## src/rtl/ps2_rx_pkg.sv

```systemverilog
// Shared types and constants for the keyboard-link frame receiver.
package ps2_rx_pkg;

  typedef enum logic [1:0] {
    IDLE  = 2'd0,
    RECV  = 2'd1,
    CHECK = 2'd2
  } state_t;

  localparam logic [1:0] ERR_NONE    = 2'd0;
  localparam logic [1:0] ERR_PARITY  = 2'd1;
  localparam logic [1:0] ERR_STOP    = 2'd2;
  localparam logic [1:0] ERR_TIMEOUT = 2'd3;

  localparam int FRAME_BITS = 11;
  localparam int DATA_BITS  = 8;

endpackage

```

## src/rtl/ps2_sync_edge.sv

```systemverilog
// Brings SCLK/SDATA into the clk domain and flags SCLK falling edges.
module ps2_sync_edge #(
  parameter int SYNC_STAGES = 2
) (
  input  logic clk,
  input  logic rst,
  input  logic sclk,
  input  logic sdata,
  output logic sclk_fe,
  output logic sdata_s
);

  logic [SYNC_STAGES-1:0] sclk_sync;
  logic [SYNC_STAGES-1:0] sdata_sync;
  logic                   sclk_hist;

  // Reset to the idle-high line level so leaving reset never looks like an edge.
  always_ff @(posedge clk) begin
    if (rst) begin
      sclk_sync  <= '1;
      sdata_sync <= '1;
      sclk_hist  <= 1'b1;
    end else begin
      sclk_sync  <= {sclk_sync[SYNC_STAGES-2:0], sclk};
      sdata_sync <= {sdata_sync[SYNC_STAGES-2:0], sdata};
      sclk_hist  <= sclk_sync[SYNC_STAGES-1];
    end
  end

  assign sclk_fe = sclk_hist & ~sclk_sync[SYNC_STAGES-1];
  assign sdata_s = sdata_sync[SYNC_STAGES-1];

endmodule

```

## src/rtl/ps2_rx_ctrl.sv

```systemverilog
// Keyboard-link frame receiver: start, 8 data bits LSB-first, odd parity, stop.
// state | meaning
// IDLE  | waiting for a start bit (SDATA low on an SCLK falling edge)
// RECV  | shifting data, parity and stop bits; stall timer running
// CHECK | one cycle to validate parity/stop and publish the code
module ps2_rx_ctrl
  import ps2_rx_pkg::*;
#(
  parameter int SYNC_STAGES    = 2,
  parameter int TIMEOUT_CYCLES = 5000
) (
  input  logic       CLK,
  input  logic       RST,
  input  logic       SCLK,
  input  logic       SDATA,
  input  logic       EN,
  output logic [7:0] CODE,
  output logic       NEW_CODE,
  output logic       FRAME_ERR,
  output logic [1:0] ERR_CODE,
  output logic       BUSY
);

  localparam int                TMR_W    = $clog2(TIMEOUT_CYCLES);
  localparam logic [TMR_W-1:0]  TMR_LAST = TMR_W'(TIMEOUT_CYCLES - 2);
  localparam logic [3:0]        PAR_IDX  = 4'(DATA_BITS);
  localparam logic [3:0]        STOP_IDX = 4'(FRAME_BITS - 2);

  logic                 sclk_fe;
  logic                 sdata_s;
  state_t               state_q, state_d;
  logic [3:0]           bit_cnt;
  logic [DATA_BITS-1:0] data_q;
  logic                 par_q;
  logic                 stop_q;
  logic [TMR_W-1:0]     tmr_q;
  logic [7:0]           code_q;
  logic                 new_code_q;
  logic                 frame_err_q;
  logic [1:0]           err_q;
  logic                 accept_start;
  logic                 take_bit;
  logic                 code_ok;
  logic                 frame_bad;
  logic [1:0]           err_d;
  logic                 parity_ok;

  ps2_sync_edge #(.SYNC_STAGES(SYNC_STAGES)) u_sync (
    .clk     (CLK),
    .rst     (RST),
    .sclk    (SCLK),
    .sdata   (SDATA),
    .sclk_fe (sclk_fe),
    .sdata_s (sdata_s)
  );

  assign parity_ok = ^{data_q, par_q};

  always_ff @(posedge CLK) begin
    if (RST) state_q <= IDLE;
    else     state_q <= state_d;
  end

  always_comb begin
    state_d      = state_q;
    accept_start = 1'b0;
    take_bit     = 1'b0;
    code_ok      = 1'b0;
    frame_bad    = 1'b0;
    err_d        = err_q;
    case (state_q)
      IDLE: begin
        if (EN && sclk_fe && !sdata_s) begin
          state_d      = RECV;
          accept_start = 1'b1;
        end
      end
      RECV: begin
        if (!EN) begin
          state_d = IDLE;
        end else if (sclk_fe) begin
          take_bit = 1'b1;
          if (bit_cnt == STOP_IDX) state_d = CHECK;
        end else if (tmr_q == TMR_LAST) begin
          // Timer steps to TIMEOUT_CYCLES-1 now; error strobe lands with the step.
          state_d   = IDLE;
          frame_bad = 1'b1;
          err_d     = ERR_TIMEOUT;
        end
      end
      CHECK: begin
        state_d = IDLE;
        if (EN) begin
          if (stop_q && parity_ok) begin
            code_ok = 1'b1;
          end else begin
            frame_bad = 1'b1;
            err_d     = !stop_q ? ERR_STOP : ERR_PARITY;
          end
        end
      end
      default: state_d = IDLE;
    endcase
  end

  always_ff @(posedge CLK) begin
    if (RST) begin
      bit_cnt <= '0;
      data_q  <= '0;
      par_q   <= 1'b0;
      stop_q  <= 1'b0;
      tmr_q   <= '0;
    end else begin
      if (state_q == RECV && !sclk_fe) tmr_q <= tmr_q + TMR_W'(1);
      else                             tmr_q <= '0;

      if (accept_start) begin
        bit_cnt <= '0;
      end else if (take_bit) begin
        bit_cnt <= bit_cnt + 4'd1;
        if (bit_cnt < PAR_IDX)        data_q <= {sdata_s, data_q[DATA_BITS-1:1]};
        else if (bit_cnt == PAR_IDX)  par_q  <= sdata_s;
        else                          stop_q <= sdata_s;
      end
    end
  end

  always_ff @(posedge CLK) begin
    if (RST) begin
      code_q      <= '0;
      new_code_q  <= 1'b0;
      frame_err_q <= 1'b0;
      err_q       <= ERR_NONE;
    end else begin
      new_code_q  <= code_ok;
      frame_err_q <= frame_bad;
      if (code_ok) code_q <= data_q;
      if (accept_start)   err_q <= ERR_NONE;
      else if (frame_bad) err_q <= err_d;
    end
  end

  assign CODE      = code_q;
  assign NEW_CODE  = new_code_q;
  assign FRAME_ERR = frame_err_q;
  assign ERR_CODE  = err_q;
  assign BUSY      = (state_q != IDLE);

endmodule
```

## config.mk

```make
export PLATFORM = sky130hd
export DESIGN_NAME = ps2_rx_ctrl
export DESIGN_NICKNAME = d
export VERILOG_FILES = /design/src/rtl/ps2_rx_pkg.sv /design/src/rtl/ps2_sync_edge.sv /design/src/rtl/ps2_rx_ctrl.sv
export SDC_FILE = /design/constraint.sdc
export NUM_CORES = 1
export LEC_CHECK = 0
export ABC_AREA = 1
export BUFFER_PORTS_ARGS = -buffer_cell sky130_fd_sc_hd__buf_2
export CORE_MARGIN = 8
export CORE_UTILIZATION = 58
export DETAILED_ROUTE_END_ITERATION = 10
export PLACE_DENSITY = 0.78
export SKIP_LAST_GASP = 1
export SLEW_MARGIN = 20
export SYNTH_ARGS = -nofsm -noshare
export SYNTH_HDL_FRONTEND = slang
export SYNTH_SLANG_ARGS = --single-unit
```

## constraint.sdc

```tcl
create_clock -name CLK -period 2.2 [get_ports CLK]
set_clock_uncertainty 0.2 [all_clocks]
set_input_delay 0.44 -clock CLK [delete_from_list [all_inputs] [get_ports CLK]]
set_output_delay 0.44 -clock CLK [all_outputs]
set_load 0.02 [all_outputs]
```

-- Yosys cells after proc, flatten, opt, wreduce, memory -nomap -nowiden
Cells that the tools add are included.
- output and inout bits: 13
- RAM bits: 0
- flip-flop bits (word level): 46
- memory bits (read-only): 0
- memories: 0
- bits in latches: 0
- input bits: 5
- divide/modulo/power cells: 0
- eq/ne operators: 13
- $mul: 0
- bitwise operators: 6
- reduce and logical (&&, ||, !) cells: 17
- multiplexer cells: 27
- shift-type cells: 0
- $add $sub $neg: 2
- order comparisons: 1
- operators with widths (cell ; number):
    $mux W2 ; 11
    $add A13 B1 Y13 const B ; 1
    $eq A13 B13 Y1 const B ; 1
    $mux W1 ; 13
    $ne A2 B2 Y1 const B ; 6
    $reduce_xor A9 Y1 ; 1
    $eq A4 B4 Y1 const B ; 2
    $ne A4 B4 Y1 const B ; 2
    $pmux W2 S2 ; 2
    $reduce_and A4 Y1 ; 2
    $reduce_and A7 Y1 ; 1
    $reduce_and A3 Y1 ; 2
    $not A1 Y1 ; 5
    $add A4 B1 Y4 const B ; 1
    $logic_and A1 B1 Y1 ; 4
    $lt A4 B4 Y1 const B ; 1
    $reduce_bool A2 Y1 ; 2
    $reduce_or A2 Y1 ; 2
    $eq A2 B1 Y1 const B ; 1
    $eq A2 B2 Y1 const B ; 1
    $logic_not A1 Y1 ; 2
    $logic_not A2 Y1 ; 1
    $pmux W1 S2 ; 1
    $and A1 B1 Y1 ; 1

-- Logic depth before layout (Yosys ltp)
- depth in word-level cells: 8
- mapped depth: 14

-- Hierarchy
A second synthesis with hierarchy kept.
- cell total of the unflattened synthesis: 286
- area, all modules: 2158.3 µm²
- by module, submodules not included (module ; area each (µm²) ; sequential area each (µm²) ; times used ; cells each):
    ps2_rx_ctrl ; 2009.4 ; 820.8 ; 1 ; 268
    ps2_sync_edge ; 148.9 ; 100.1 ; 1 ; 18

-- Least setup slack after synthesis
Ideal clock, no wire load.
- path kind: register to register
- from: register tmr_q[0]
- to: register tmr_q[12]
- arrival: 1429 ps
- clock period less this slack: 1743 ps
- path slack: 457 ps
- library setup time: 115 ps
- stages on the path, launching flop included: 12
- path through: dfxtp_1 > ha_1 > nand2_1 > nor2_1 > inv_1 > nor3_1 > inv_1 > nor2_2 > nand2_1 > nor3_1 > a21oi_1 > o21a_1
- longest elaborated chain between the ends: 1
- RTL lines (what ; RTL line ; RTL):
    start, declared ; ps2_rx_ctrl.sv:36 ; logic [TMR_W-1:0] tmr_q;
    start signal, assigned ; ps2_rx_ctrl.sv:114 ; if (state_q == RECV && !sclk_fe) tmr_q <= tmr_q + TMR_W'(1);
    $add A13 B1 Y13 ; ps2_rx_ctrl.sv:114 ;
Every way passes these cells.
A chain may end at the register's enable or synchronous reset.

-- Final worst setup path
- from: register state_q[0]
- to: output port BUSY
- longest elaborated chain between the ends: 1
- RTL lines (what ; RTL line ; RTL):
    start, declared ; ps2_rx_ctrl.sv:31 ; state_t state_q, state_d;
    start signal, assigned ; ps2_rx_ctrl.sv:61 ; else state_q <= state_d;
    $reduce_bool A2 Y1 ; ps2_rx_ctrl.sv:147 ; assign BUSY = (state_q != IDLE);
    end, declared ; ps2_rx_ctrl.sv:21 ; output logic BUSY
Every way passes these cells.

==> results.toml <==
[status]
outcome = "completed"

[placement]
dp_hpwl_mm = 2.90
io_buffers = 17
routabilityCongestion = 0.899
dp_cells = 339

[synthesis]
ys.warnings.count = 0
postSynthCellCount = 278
synth_seq_cells = 46
ys_types = 30
yosysTopAreaCell = "dfxtp_1"
seq_area_frac_synth_pct = 44.3
avgSynthCellArea_um2 = 7.48
synthesis.nets = 291
netlist_top_cells_area = "dfxtp_1 (44%), nand2_1 (8.7%), a21oi_1 (7.9%)"
synth_top_area_share_pct = 44.3
syn_area_um2 = 2080

[layout]
drive_gt1_share_pct = 15.6
layout_common_cells = "nand2_1 (48), dfxtp_1 (46), inv_1 (40), a21oi_1 (33), o21ai_0 (25)"
num-fill-cells = 296
fin_nets = 313
diodes = 0
instances_no_fill = 347
fin_util_pct = 67.0
final_common_cell = "nand2_1"
area_growth_pct = 9.15

[global_route]
grt_pass1_wl_mm = 6.69
grt_usage_pct = 15.1
grt_pass1_vias = 1596
grt_max_degree = 19
antenna_found_initial = 0
grt_overflow = 0

[floorplanning]
die_area_um2 = 5760
core-area_um2 = 3390
die_h_um = 75.9
core.rowCount = 21
start_util_pct = 61.4
dieWidth_um = 75.9
pin_count = 18

[power_and_ir_drop]
powerDensity_nw_per_um2 = 748
peakVddDrop_uv = 513
leakagePower_nw = 0.951

[sta]
timing.final.crit_share_pct = 87.0
drv_slew = 0
finalSetupViolCount = 0
rsz0062_at_grt = "no"
fmax_mhz = 523
hold_violations = 0
worst_pin_slew_ns = 0.360
worst_hold_slack_ns = 0.0584
slew_headroom_pct = 75.7
fin_crit_ns = 1.91
final.setup.tns_ns = 0

[cts]
cts_root_buf = "clkbuf_4"
htreeDepth = 2
clk_latency_ns = 0.36
cts_sinks = 46
clkTransAtPathRegs_ns = 0.12
cts_buffers = 5
holdBufCountCts = 0
tritoncts = "done"
clk_path_buf_depth = 2

[route]
dr.pass1.iters = 4
viasPerCell = 5.06
wire_per_inst_um = 11.0
vias = 1755
finalWirelength_mm = 3.81
ant_nets = 0
drtIter0Drc = 136
drcViolationCount = 0

[worst_hold_path]
min_from = "SDATA"
hold_class = "in -> reg"
hold_depth = 2

[critical_path]
path_max_fanout = 3
r2r_start = "tmr_q[0]"
end_kind = "output port"
crit_type = "reg -> out"
startpoint = "state_q[0]"
crit_required_ns = 1.56
rr_worst_depth = 11
cp-start-kind = "flop"
arrival_ns = 1.27

[job]
cap_violations = 0
-- cell families (layout without fill, tap and decap cells) --
family	count (synthesis)	after routing	share of synthesized area, %
adders and majority gates	8	8	4.81
xor gates and xnor gates	3	3	1.26
DFF	46	46	44.3
AOI/OAI and AO/OA	62	62	15.5
buffers and inverters	50	73	10.1
and+or+nand+nor	109	109	24.1
-- routing by layer --
metal | track usage [%] | vias up | routed length (um) | part of all wire [%]
li1 | - | 945 | - | -
met4 | 7.46 | 0 | 65 | 1.7
met1 | 18.1 | 776 | 1880 | 49
met3 | 4.74 | 7 | 214 | 5.6
met5 | 0 | - | 0 | 0
met2 | 23.8 | 27 | 1650 | 43
-- critical path, stage by stage (launching register included) --
cell	delay [ns]
dfxtp_1	0.36
inv_1	0.08
ha_1	0.23
inv_1	0.08
buf_2	0.16
-- power breakdown --
part | internal, mW | switching (mW) | total, mW
logic | 0.139 | 0.254 | 0.393
registers | 0.870 | 0.0231 | 0.893
clock network | 0.155 | 0.256 | 0.411
total | 1.16 | 0.533 | 1.70
-- registers in the layout, indices dropped and copies added (netlist names) --
| name | flops |
|---|---|
| u_sync.sclk_hist | 1 |
| data_q | 8 |
| tmr_q | 13 |
| state_q | 2 |
| bit_cnt | 4 |
| u_sync.sdata_sync | 2 |
| stop_q | 1 |
| par_q | 1 |
| ERR_CODE | 2 |
| NEW_CODE | 1 |
| FRAME_ERR | 1 |
| CODE | 8 |
| u_sync.sclk_sync | 2 |
-- cell usage after synthesis --
| library cell | number |
|---|---|
| a21oi_1 | 33 |
| a21oi_2 | 1 |
| a31oi_1 | 1 |
| and2_2 | 1 |
| and3_1 | 1 |
| buf_4 | 1 |
| buf_6 | 1 |
| buf_8 | 1 |
| clkbuf_1 | 2 |
| dfxtp_1 | 46 |
| ha_1 | 8 |
| inv_1 | 40 |
| inv_2 | 5 |
| nand2_1 | 48 |
| nand2_2 | 1 |
| nand3_1 | 18 |
| nand3_2 | 2 |
| nand4_1 | 5 |
| nor2_1 | 19 |
| nor2_2 | 1 |
| nor3_1 | 4 |
| nor3_2 | 1 |
| nor3b_1 | 1 |
| nor4_1 | 2 |
| o21a_1 | 1 |
| o21ai_0 | 25 |
| o21ai_2 | 1 |
| or2_2 | 5 |
| xnor2_1 | 2 |
| xor2_1 | 1 |
-- repair_timing --
item | in CTS | in global routing
hold endpoints to repair | 0 | 0
gates resized for setup | 0 | 2
endpoints found under the setup margin | 0 | 4
buffers inserted | 0 | 0
-- area by class of cell --
cell class	instances	area, um2	area share (%)
multi-input combinational	182	955	42.1
sequential	46	921	40.6
inverter	45	169	7.44
timing repair buffer	20	108	4.74
tap	46	57.6	2.54
clock buffer	7	55.1	2.43
clock inverter	1	5.00	0.221
-- worst paths after layout --
path	end	slack [ns]
worst max-delay path	BUSY	0.29
worst min-delay path	u_sync.sdata_sync[0]	0.06
worst max register to register	tmr_q[12]	0.30
worst min register to register	u_sync.sdata_sync[1]	0.23
-- per-stage QoR --
| stage | setup slack, ns | area (um2) | total power, mW |
|---|---|---|---|
| after floorplan | 0.457 | 2080 | 1.21 |
| after global placement | 0.313 | 2200 | 1.30 |
| after detailed placement | 0.241 | 2200 | 1.30 |
| after CTS | 0.223 | 2260 | 1.72 |
| after global routing | 0.0404 | 2270 | 1.82 |
| final | 0.286 | 2270 | 1.70 |
(Power assumes the default switching activity.)
